===== src/rtl/mem_read_arbiter.sv =====
// Read-channel arbiter: shares one memory read port between I-cache refill,
// D-cache refill and stream-buffer prefetch. One burst is outstanding at a time.
module mem_read_arbiter #(
    parameter int ADDR_WIDTH  = 32,
    parameter int DATA_WIDTH  = 32,
    parameter int SB_MAX_WAIT = 16
) (
    input  logic                  clk,
    input  logic                  rst_n,
    input  logic                  ic_arvalid,
    input  logic [ADDR_WIDTH-1:0] ic_araddr,
    input  logic [7:0]            ic_arlen,
    output logic                  ic_arready,
    output logic                  ic_rvalid,
    output logic                  ic_rlast,
    input  logic                  dc_arvalid,
    input  logic [ADDR_WIDTH-1:0] dc_araddr,
    input  logic [7:0]            dc_arlen,
    output logic                  dc_arready,
    output logic                  dc_rvalid,
    output logic                  dc_rlast,
    input  logic                  sb_arvalid,
    input  logic [ADDR_WIDTH-1:0] sb_araddr,
    input  logic [7:0]            sb_arlen,
    output logic                  sb_arready,
    output logic                  sb_rvalid,
    output logic                  sb_rlast,
    input  logic                  sb_abort,
    output logic [DATA_WIDTH-1:0] rdata,
    output logic [ADDR_WIDTH-1:0] m_araddr,
    output logic [7:0]            m_arlen,
    output logic [3:0]            m_arid,
    output logic                  m_arvalid,
    input  logic                  m_arready,
    input  logic                  m_rvalid,
    input  logic [DATA_WIDTH-1:0] m_rdata,
    output logic                  m_rready
);

    localparam int WaitW = $clog2(SB_MAX_WAIT + 1);
    localparam logic [WaitW-1:0] WaitMax = WaitW'(SB_MAX_WAIT);

    localparam logic [1:0] OwnIc = 2'd0;
    localparam logic [1:0] OwnDc = 2'd1;
    localparam logic [1:0] OwnSb = 2'd2;

    typedef enum logic [1:0] {StIdle, StAddr, StData} state_e;

    state_e                state_q, state_d;
    logic [ADDR_WIDTH-1:0] addr_q;
    logic [7:0]            len_q;
    logic [7:0]            beat_q;
    logic [1:0]            owner_q;
    logic                  rr_q;      // 0: ic next, 1: dc next
    logic [WaitW-1:0]      wait_q;
    logic                  abort_q;

    logic                  gnt_ic, gnt_dc, gnt_sb, gnt_any;
    logic [ADDR_WIDTH-1:0] sel_addr;
    logic [7:0]            sel_len;
    logic [1:0]            sel_owner;
    logic                  beat, deliver, last;

    // Combinational winner selection; rst_n gates grants so arready stays low in reset
    always_comb begin
        gnt_ic    = 1'b0;
        gnt_dc    = 1'b0;
        gnt_sb    = 1'b0;
        sel_addr  = ic_araddr;
        sel_len   = ic_arlen;
        sel_owner = OwnIc;
        if (state_q == StIdle && rst_n) begin
            if (sb_arvalid && (!(ic_arvalid || dc_arvalid) || wait_q == WaitMax)) begin
                gnt_sb = 1'b1;
            end else if (ic_arvalid && dc_arvalid) begin
                gnt_dc = rr_q;
                gnt_ic = !rr_q;
            end else begin
                gnt_ic = ic_arvalid;
                gnt_dc = dc_arvalid;
            end
        end
        if (gnt_dc) begin
            sel_addr  = dc_araddr;
            sel_len   = dc_arlen;
            sel_owner = OwnDc;
        end else if (gnt_sb) begin
            sel_addr  = sb_araddr;
            sel_len   = sb_arlen;
            sel_owner = OwnSb;
        end
        gnt_any = gnt_ic || gnt_dc || gnt_sb;
    end

    // Burst sequencing: address phase, then data phase until the last beat
    always_comb begin
        state_d = state_q;
        unique case (state_q)
            StIdle:  if (gnt_any) state_d = StAddr;
            StAddr:  if (m_arready) state_d = StData;
            StData:  if (m_rvalid && beat_q == 8'd0) state_d = StIdle;
            default: state_d = StIdle;
        endcase
    end

    // State, latched request, fairness and abort bookkeeping
    always_ff @(posedge clk or negedge rst_n) begin
        if (!rst_n) begin
            state_q <= StIdle;
            addr_q  <= '0;
            len_q   <= '0;
            beat_q  <= '0;
            owner_q <= OwnIc;
            rr_q    <= 1'b0;
            wait_q  <= '0;
            abort_q <= 1'b0;
        end else begin
            state_q <= state_d;
            if (gnt_any) begin
                addr_q  <= sel_addr;
                len_q   <= sel_len;
                beat_q  <= sel_len;
                owner_q <= sel_owner;
            end else if (beat && beat_q != 8'd0) begin
                beat_q <= beat_q - 8'd1;
            end
            if (gnt_ic) rr_q <= 1'b1;
            if (gnt_dc) rr_q <= 1'b0;
            if (!sb_arvalid || gnt_sb) begin
                wait_q <= '0;
            end else if ((gnt_ic || gnt_dc) && wait_q != WaitMax) begin
                wait_q <= wait_q + 1'b1;
            end
            if (state_q == StIdle) begin
                abort_q <= 1'b0;
            end else if (sb_abort && owner_q == OwnSb) begin
                abort_q <= 1'b1;
            end
        end
    end

    // Outputs: beats forwarded with zero latency, suppressed once a prefetch is aborted
    always_comb begin
        beat       = (state_q == StData) && m_rvalid;
        deliver    = beat && !abort_q;
        last       = deliver && (beat_q == 8'd0);
        ic_arready = gnt_ic;
        dc_arready = gnt_dc;
        sb_arready = gnt_sb;
        ic_rvalid  = deliver && owner_q == OwnIc;
        dc_rvalid  = deliver && owner_q == OwnDc;
        sb_rvalid  = deliver && owner_q == OwnSb;
        ic_rlast   = last && owner_q == OwnIc;
        dc_rlast   = last && owner_q == OwnDc;
        sb_rlast   = last && owner_q == OwnSb;
        rdata      = deliver ? m_rdata : '0;
        m_arvalid  = (state_q == StAddr);
        m_rready   = (state_q == StData);
        m_araddr   = addr_q;
        m_arlen    = len_q;
        m_arid     = {2'b00, owner_q};
    end

endmodule


===== config.mk =====
export PLATFORM = sky130hd
export DESIGN_NAME = mem_read_arbiter
export DESIGN_NICKNAME = d
export VERILOG_FILES = /design/src/rtl/mem_read_arbiter.sv
export SDC_FILE = /design/constraint.sdc
export NUM_CORES = 1
export LEC_CHECK = 0
export ABC_AREA = 1
export BUFFER_PORTS_ARGS = -buffer_cell sky130_fd_sc_hd__buf_4
export CORE_MARGIN = 5
export CORE_UTILIZATION = 43
export DETAILED_ROUTE_END_ITERATION = 6
export PLACE_DENSITY = 0.93
export SLEW_MARGIN = 40
export SYNTH_ARGS = -nofsm -noshare
export SYNTH_HDL_FRONTEND = slang
export SYNTH_SLANG_ARGS = --single-unit

===== constraint.sdc =====
create_clock -name clk -period 1.81 [get_ports clk]
set_input_delay 0.362 -clock clk [delete_from_list [all_inputs] [get_ports clk]]
set_output_delay 0.362 -clock clk [all_outputs]
set_load 0.01 [all_outputs]

Yosys cells after proc, flatten, opt, wreduce, memory -nomap -nowiden

Cells that the tools add are included.

Flip-flop bits (word level): 59
Bits of input ports: 160
Output and inout port bits: 87
Word-level logic and storage cells: 80

$add $sub $neg: 2
Equality and inequality tests: 9
Mux-type cells: 27
Reduce and logical (&&, ||, !) cells: 34

Operators by type and width:

| operator            | number |
|---|---|
| $mux 32             | 3 |
| $mux 8              | 4 |
| $logic_and 1x1->1   | 16 |
| $mux 1              | 12 |
| $mux 2              | 5 |
| $mux 5              | 2 |
| $logic_not 8->1     | 1 |
| $reduce_bool 2->1   | 4 |
| $reduce_bool 8->1   | 1 |
| $sub 8x1->8 const B | 1 |
| $pmux 2 s3          | 1 |
| $add 5x1->5 const B | 1 |
| $eq 5x5->1 const B  | 1 |
| $logic_or 1x1->1    | 5 |
| $ne 5x5->1 const B  | 1 |
| $eq 2x1->1 const B  | 2 |
| $eq 2x2->1 const B  | 2 |
| $logic_not 1->1     | 4 |
| $logic_not 2->1     | 2 |
| $ne 2x1->1 const B  | 2 |
| $reduce_and 3->1    | 1 |
| $ne 2x2->1 const B  | 1 |

Longest topological paths before layout

Gate-level depths: netlist of run 1.

Depth after elaboration: 10
Gate-level depth with buffers: 15
Gate-level depth less buffers: 14

Worst setup path after synthesis of run 1

Ideal clock, no wire load.

Path type: flip-flop to output port
Start point: reg state_q[0]
End point: out dc_rlast
Arrival time: 1437 ps
Slack: 11 ps
Cell stages (with the launch flop): 7
Path through: dfrtp_1 > nor2_1 > nand2_1 > inv_1 > nand2_1 > clkbuf_1 > nor4_1

Word-level cells in the longest chain between the ends: 5

RTL lines:

| element                | line | RTL |
|---|---|---|
| from (decl)            | 49   | `state_e state_q, state_d;` |
| from (signal assigned) | 109  | `state_q <= StIdle;` |
| from (signal assigned) | 118  | `state_q <= state_d;` |
| $eq 2x2->1             | --   |  |
| via m_rready           | 37   | `output logic m_rready` |
| $logic_and 1x1->1      | 144  | `beat = (state_q == StData) && m_rvalid;` |
| $logic_and 1x1->1      | 145  | `deliver = beat && !abort_q;` |
| $logic_and 1x1->1      | 146  | `last = deliver && (beat_q == 8'd0);` |
| $logic_and 1x1->1      | 154  | `dc_rlast = last && owner_q == OwnDc;` |
| to (decl)              | 21   | `output logic dc_rlast,` |

The timed path passes the listed nets, and every way through them passes these cells.

Worst setup path in the final report of run 1

Start point: reg state_q[1]
End point: out rdata[4]

Word-level cells in the longest chain between the ends: 4

RTL lines:

| element           | line | RTL |
|---|---|---|
| $eq 2x2->1        | 144  |  |
| $logic_and 1x1->1 | 144  |  |
| $logic_and 1x1->1 | 145  |  |
| $mux 32           | 156  | `rdata = deliver ? m_rdata : '0;` |
| to (decl)         | 29   | `output logic [DATA_WIDTH-1:0] rdata,` |

No other way between the ends.

==> results of run 1 <==
-- stage by stage --
| stage | setup TNS (ns) | utilization | cells | cell area, um2 | total power [uW] |
|---|---|---|---|---|---|
| after floorplan | 0 | - | 539 | 3750 | 4230 |
| after global placement | 0 | 0.676 | 884 | 5810 | 6010 |
| after detailed placement | -0.103 | 0.676 | 884 | 5810 | 6160 |
| after CTS | -5.95 | 0.797 | 935 | 6850 | 8340 |
| after global routing | -26.80 | 0.942 | 971 | 8100 | 11300 |
| final | -21.75 | 0.943 | 972 | 8100 | 11000 |
-- kinds of logic (layout without fill, tap and decap cells) --
logic type | count (synthesis) | in the layout | share of synthesized area
compound gates | 86 | 86 | 0.119
flops | 59 | 59 | 0.394
fa+ha+maj | 3 | 3 | 0.0100
simple gates | 294 | 295 | 0.350
other cells | 1 | 3 | 0.00100
xor+xnor | 8 | 8 | 0.0187
buf+inv | 87 | 410 | 0.107
-- cell usage after synthesis, drive strengths merged --
| cell | n |
|---|---|
| nand3b | 2 |
| nor4 | 3 |
| nor3 | 3 |
| or2 | 8 |
| conb | 1 |
| o21ai | 77 |
| nor2 | 53 |
| buf | 23 |
| clkbuf | 7 |
| xor2 | 5 |
| a22o | 1 |
| nand2 | 153 |
| nand3 | 63 |
| a21oi | 8 |
| ha | 3 |
| nand4 | 9 |
| inv | 57 |
| dfrtp | 59 |
| xnor2 | 3 |
-- worst max-delay path: cells and delay by family, from the launching register on --
family | cells | cell delay, ns
and+or+nand+nor | 4 | 0.40
buffers and inverters | 5 | 0.65
DFF | 1 | 0.44
-- timing repair --
item                       CTS  global route
gates cloned                 8            14
pin swaps                   11            36
gates resized for setup    121           220
setup endpoints to repair   47            95
hold endpoints to repair     0             0
setup buffers               27            26
-- state kept, by name, indices dropped and copies added, names as in the netlist --
signal / count
wait_q: 5
m_arlen: 8
state_q: 2
abort_q: 1
m_araddr: 32
beat_q: 8
rr_q: 1
owner_q: 2
-- power groups by stage --
stage / sequential [uW] / clock, uW / combinational (uW)
2_1_floorplan: 2490 / 0 / 1740
3_3_place_gp: 2310 / 0 / 3700
3_5_place_dp: 2350 / 0 / 3810
4_1_cts: 2320 / 1230 / 4790
5_1_grt: 2650 / 1360 / 7330
6_report: 2630 / 1330 / 7020
-- final timing paths --
kind	slack, ns	endpoint	start	cells after the start
worst max-delay path	-0.42	rdata[4]	state_q[1]$_DFFE_PN0P_	9
worst min-delay path	0.06	beat_q[2]$_DFFE_PN0P_	rst_n	2
worst max register to register	-0.32	m_araddr[13]$_DFFE_PN0P_	state_q[0]$_DFFE_PN0P_	10
worst min register to register	0.50	m_arlen[6]$_DFFE_PN0P_	m_arlen[6]$_DFFE_PN0P_	2
max in group asynchronous	1.14	state_q[0]$_DFFE_PN0P_	rst_n	2
min in group clk	0.27	m_araddr[31]$_DFFE_PN0P_	dc_araddr[31]	3
-- area by class of cell --
type | count | area [um2]
fill | 215 | 493
clock inverter | 7 | 77.6
inverter | 57 | 236
multi-input combinational | 394 | 2800
timing repair buffer | 337 | 3240
clock buffer | 9 | 124
tap | 108 | 135
sequential | 59 | 1480
antenna | 1 | 2.50
-- per-layer routing --
layer	part of all wire	wire length, um
met1	0.30	7830
met2	0.47	12200
met3	0.14	3600
met4	0.10	2640
met5	0	0
==> metrics.txt, run 1 <==
status=complete, but fails checks; failing checks=setup timing; WP data required=approximately 1.5 ns; combinational share of power=0.640; commonest non-fill, non-tap cell in the layout=buf_4; Setup Skew=approximately 0.019 ns; layout net count=between 1,000 and 1,500; fin crit share=1.23; Die W=~100 um; share of cells above drive strength 1=0.625; CTS tree=done; Synth area leader=dfrtp_1; share of total power in the clock network=0.121; largest net degree at the start of global routing=45; Num CTS Buffers=9; Arr. time, crit path=between 1.5 and 2 ns; worst min path class=in -> async; Hold-fix buffers, CTS=0; GPL Wtd Cong=about 0.83; core area=around 8600 um2; endpoints failing hold=0; register area share after synthesis=0.394; via count=a little over 6,000; PwrDens=1360 nW/um2; GR Util met3=0.0718; final setup margin=-0.417 ns; P_int=around 5900 uW; Total Routing Usage GR=0.296; root cell of the clock tree=clkbuf_8; share of the synthesized area in the top cell type=0.394; setup violators final=a little under 100; DIE AREA=approximately 11,000 um2; first-pass GRT wire length=between 20 and 25 mm; Flop pwr share=0.239; Startpoint Class=register; Sink Count=59; H-tree levels=3; Worst-path clk slew=0.09 ns; synth top area cells=dfrtp_1, nand2_1, o21ai_1; Port Buffers=approximately 240; Max Cap Violations=0; Max-slew headroom=0.584; Setup crit end kind=output port; dpl hpwl=between 10 and 15 mm; #FFs+latches synth=just under 60; RSZ-0062 raised after global routing=true; Rows=34; wire per inst=between 20 and 30 um; Sw Ratio=0.461; commonest cells after routing, fill and taps aside=buf_4, nand2_1, dfrtp_1, inv_1, buf_6; antenna-violating nets left=0; die extent in y=103 um; IO Count=247; VDD IR max=between 0.001 and 0.0015 V; Avg Cell Area, Syn=slightly below 7 um2; critical path's slowest cell=dfrtp_1; DRC viols=0; NetSw=a little over 5000 uW; Critical Path Max Stage Delay=between 0.4 and 0.5 ns; Layout Area Growth over Synthesis=116%; Slew @ Worst Pin=0.624 ns; initial DRC count=~610; Synth Instances=around 540; Via-to-Cell Ratio=between 6 and 7; static leakage=between 0.004 and 0.005 uW; Worst-Skew Late Latency=0.37 ns; Achievable Freq=roughly 0.45 GHz; Initial Utilization=0.436; mapped cell area=approximately 3700 um2; initial antenna violation count=2; busiest grt layer=met2; CP cell instances=inv_2 -> nor2_4 -> nand2_2 -> inv_4 -> buf_6 -> nand2_8 -> clkbuf_16 -> nor2_2 -> buf_4; hold_ws=0.0597 ns; Syn. warnings=0; Slew Viols, Final=0; Crit Path Max Fanout=5; clock buffer depth=2; total grt overflow=0; DRT Wirelength=approximately 26 mm; via count of the first global-routing pass=about 4,900; Pre-antenna DRT Iters=5; met1 usage=0.338; met2 Use GR=0.519; crit path kind=reg -> out; Period minus WS final=about 2.2 ns; Yosys cell types=33; Place WS=-0.0258 ns
(Power assumes the default switching activity.)
==> run 2, diff against run 1 <==
Settings changed: MAX_ROUTING_LAYER from default to met4, SETUP_SLACK_MARGIN from default to 0.1.
==> metrics.txt, run 2 <==
status=aborted with a tool error; failing step=5_1_grt; Run Error=[ERROR DPL-0038] Utilization greater than 100%, impossible to legalize; synth top area cells=dfrtp_1, nand2_1, o21ai_1; Yosys cell types=33; top-count cell post-synth=nand2_1; Synth top cells by count=nand2_1, o21ai_1, nand3_1, dfrtp_1, inv_1; share of the synthesized area in the top cell type=0.394; root cell of the clock tree=clkbuf_8; Avg Cell Area, Syn=between 6 and 7 um2; Simple-Gate Fraction of Synth Area=0.350; GPL Wtd Cong=about 0.90; Num CTS Buffers=9; top_reg_cell synth=dfrtp_1; Die W=about 100 um; Place WS=-0.143 ns; Rows=34; Post-Synth XOR/XNOR Area=0.0187; Port Buffers=~240; number of synthesized flops with an enable pin=0; register area share after synthesis=0.394; Initial Utilization=0.436; Sink Count=between 50 and 60; Synth Instances=roughly 540; dpl hpwl=between 10 and 15 mm; Post-synth ARST share=1.00; Synth area leader=dfrtp_1; complex-gate fraction of the synthesized area=0.119; GRT worst endpoint=beat_q[2]$_DFFE_PN0P_/D; post-synthesis mux area share=0; Syn. warnings=0; largest net degree at the start of global routing=46; worst endpoint type=sequential cell input; clock buffer depth=2; die extent in y=between 100 and 150 um; mapped cell area=3740 um2; Hold-fix buffers, CTS=0; H-tree levels=3; #FFs+latches synth=approximately 60; largest family of logic cells by synthesized area=simple AND/OR/NAND/NOR gates; fraction of the mapped netlist area in adder cells=0.0100; IO Count=247
==> run 2: cell counts after synthesis <==
Identical to the previous run, type by type.
==> run 2: metrics by stage <==
| step | TNS [ns] | instances | util | cell area [um2] |
|---|---|---|---|---|
| 4_1_cts | -5.79 | 977 | 0.928 | 7970 |
| 3_5_place_dp | -0.794 | 885 | 0.673 | 5780 |
| 3_3_place_gp | -0.196 | 885 | 0.673 | 5780 |
| 2_1_floorplan | 0 | 539 | - | 3750 |
==> run 2: what timing repair did <==
action / 4_1_cts
cloned: 22
endpoints found under the setup margin: 93
setup buffers: 56
pin swaps: 52
resized for setup: 271
==> run 2: cell families after synthesis <==
group                      Yosys count
DFF                                 59
xor gates and xnor gates             8
other                                1
and+or+nand+nor                    294
AOI/OAI and AO/OA                   86
adders and majority gates            3
buffers and inverters               87
==> run 3, diff against run 2 <==
Settings changed: CORE_UTILIZATION 43 to 40, MAX_ROUTING_LAYER met4 to default, PLACE_DENSITY 0.93 to default, PLACE_DENSITY_LB_ADDON from default to 0.15, SETUP_SLACK_MARGIN 0.1 to default.
==> metrics.txt, run 3 (synthesis gave the netlist of run 1 again) <==
Max Cap Violations=0; CP cell instances=inv_2 -> nor2_4 -> nand2_2 -> inv_4 -> buf_6 -> nand2_8 -> nor3_1 -> buf_4; NetSw=3870 uW; total grt overflow=0; Num CTS Buffers=9; DRC viols=0; Sink Count=slightly below 60; antenna-violating nets left=0; share of total power in the clock network=0.123; static leakage=~0.004 uW; Layout fillers=504; RSZ-0062 raised after global routing=true; Period minus WS final=2.19 ns; Sw Ratio=0.430; Layout Area Growth over Synthesis=105%; Worst-Skew Late Latency=~0.34 ns; commonest non-fill, non-tap cell in the layout=buf_4; Crit Path Max Fanout=4; DRT Wirelength=19.4 mm; Rows=35; Die W=approximately 110 um; CTS tree=done; combinational share of power=0.611; Hold-fix buffers, CTS=0; Pre-antenna DRT Iters=5; Arr. time, crit path=about 1.8 ns; fin crit share=1.21; IO Count=around 250; Setup crit end kind=output port; share of cells above drive strength 1=0.576; Via-to-Cell Ratio=between 5 and 6; largest net degree at the start of global routing=60; Achievable Freq=~0.46 GHz; placed inst area=~5800 um2; core area=approximately 9200 um2; post-route setup TNS=-12.80 ns; wire per inst=a little over 20 um; root cell of the clock tree=clkbuf_8; clock buffer depth=2; Flop pwr share=0.267; Slew @ Worst Pin=approximately 0.54 ns; via count of the first global-routing pass=5,024; failing checks=setup timing; dpl hpwl=between 10 and 15 mm; DIE AREA=11,400 um2; Total Routing Usage GR=0.284; fin area=7660 um2; H-tree levels=3; first-pass GRT wire length=between 20 and 30 mm; Top delay family on crit path=simple AND/OR/NAND/NOR gates; P_int=slightly above 5000 uW; Worst-path clk slew=0.07 ns; worst min path class=in -> async; Max-slew headroom=0.643; Tot Pwr=approximately 9000 uW; setup violators final=93; VDD IR max=0.000712 V; WP data required=between 1 and 1.5 ns; status=complete, but fails checks; Critical Path Max Stage Delay=approximately 0.44 ns; Place WS=-0.0204 ns; Slew Viols, Final=0; Critical path buffers and inverters=4; Initial Utilization=0.407; initial antenna violation count=0; die extent in y=107 um; final setup margin=-0.377 ns; Port Buffers=around 240; endpoints failing hold=0; antenna fix cells=0; initial DRC count=roughly 370; max reg flops=32; layout net count=around 1,000; GPL Wtd Cong=about 0.82; Startpoint Class=register; crit path kind=reg -> out; commonest cells after routing, fill and taps aside=buf_4, nand2_1, dfrtp_1, o21ai_1, inv_1; critical path's slowest cell=dfrtp_1; PwrDens=between 1000 and 1500 nW/um2; Setup Skew=approximately 0.0074 ns; via count=5,231
run 3: metrics by stage:
stage	utilization	cells	hold WS (ns)
2_1_floorplan	-	539	0.0664
3_3_place_gp	0.633	888	0.474
3_5_place_dp	0.633	888	0.472
4_1_cts	0.745	943	0.226
5_1_grt	0.833	958	0.157
6_report	0.833	958	0.117
run 3: per-layer routing:
layer | vias to the layer above | GRT usage | wire [um] | share of wire
li1 | 2348 | - | - | -
met2 | 340 | 0.494 | 9950 | 0.51
met1 | 2460 | 0.327 | 6860 | 0.35
met3 | 83 | 0.0668 | 1720 | 0.089
met4 | 0 | 0.142 | 913 | 0.047
met5 | - | 0 | 0 | 0
run 3: worst reg2reg max path, delay by kind of cell (launching register included):
kind / cells / cell delay (ns)
flops: 1 / 0.44
compound gates: 1 / 0.07
simple gates: 6 / 1.07
buf+inv: 2 / 0.28
run 3: final cells by class:
cell class,count,area [um2],area share
inverters,57,243,0.0317
repair buffers,321,3040,0.396
clock inverters,6,41.3,0.00539
clock buffers,10,138,0.0180
well taps,111,139,0.0181
flip-flops and latches,59,1480,0.193
multi-input cells,394,2590,0.338
run 3: path summary, 6_finish.rpt:
| path | start | to | slack (ns) | depth (start not counted) |
|---|---|---|---|---|
| max in group asynchronous | rst_n | beat_q[3]$_DFFE_PN0P_ | 1.29 | 2 |
| min in group clk | dc_araddr[6] | m_araddr[6]$_DFFE_PN0P_ | 0.29 | 3 |
| max reg2reg | state_q[1]$_DFFE_PN0P_ | beat_q[0]$_DFFE_PN0P_ | -0.17 | 9 |
| min | rst_n | m_araddr[8]$_DFFE_PN0P_ | 0.12 | 2 |
| max | state_q[1]$_DFFE_PN0P_ | sb_rvalid | -0.38 | 8 |
| min reg2reg | m_araddr[3]$_DFFE_PN0P_ | m_araddr[3]$_DFFE_PN0P_ | 0.49 | 2 |
run 3: power groups by stage:
stage / Combinational [uW] / Sequential (uW) / Clock, uW
after floorplan: 1740 / 2490 / 0
after global placement: 3760 / 2320 / 0
after detailed placement: 3830 / 2340 / 0
after CTS: 4690 / 2310 / 1120
after global routing: 5890 / 2470 / 1180
final: 5500 / 2400 / 1100
run 3: timing repair:
item                       CTS  global route
buffers inserted            30            13
resized for setup          117           152
pin swaps                   10            34
setup endpoints to repair   51            96
cloned                       9             8
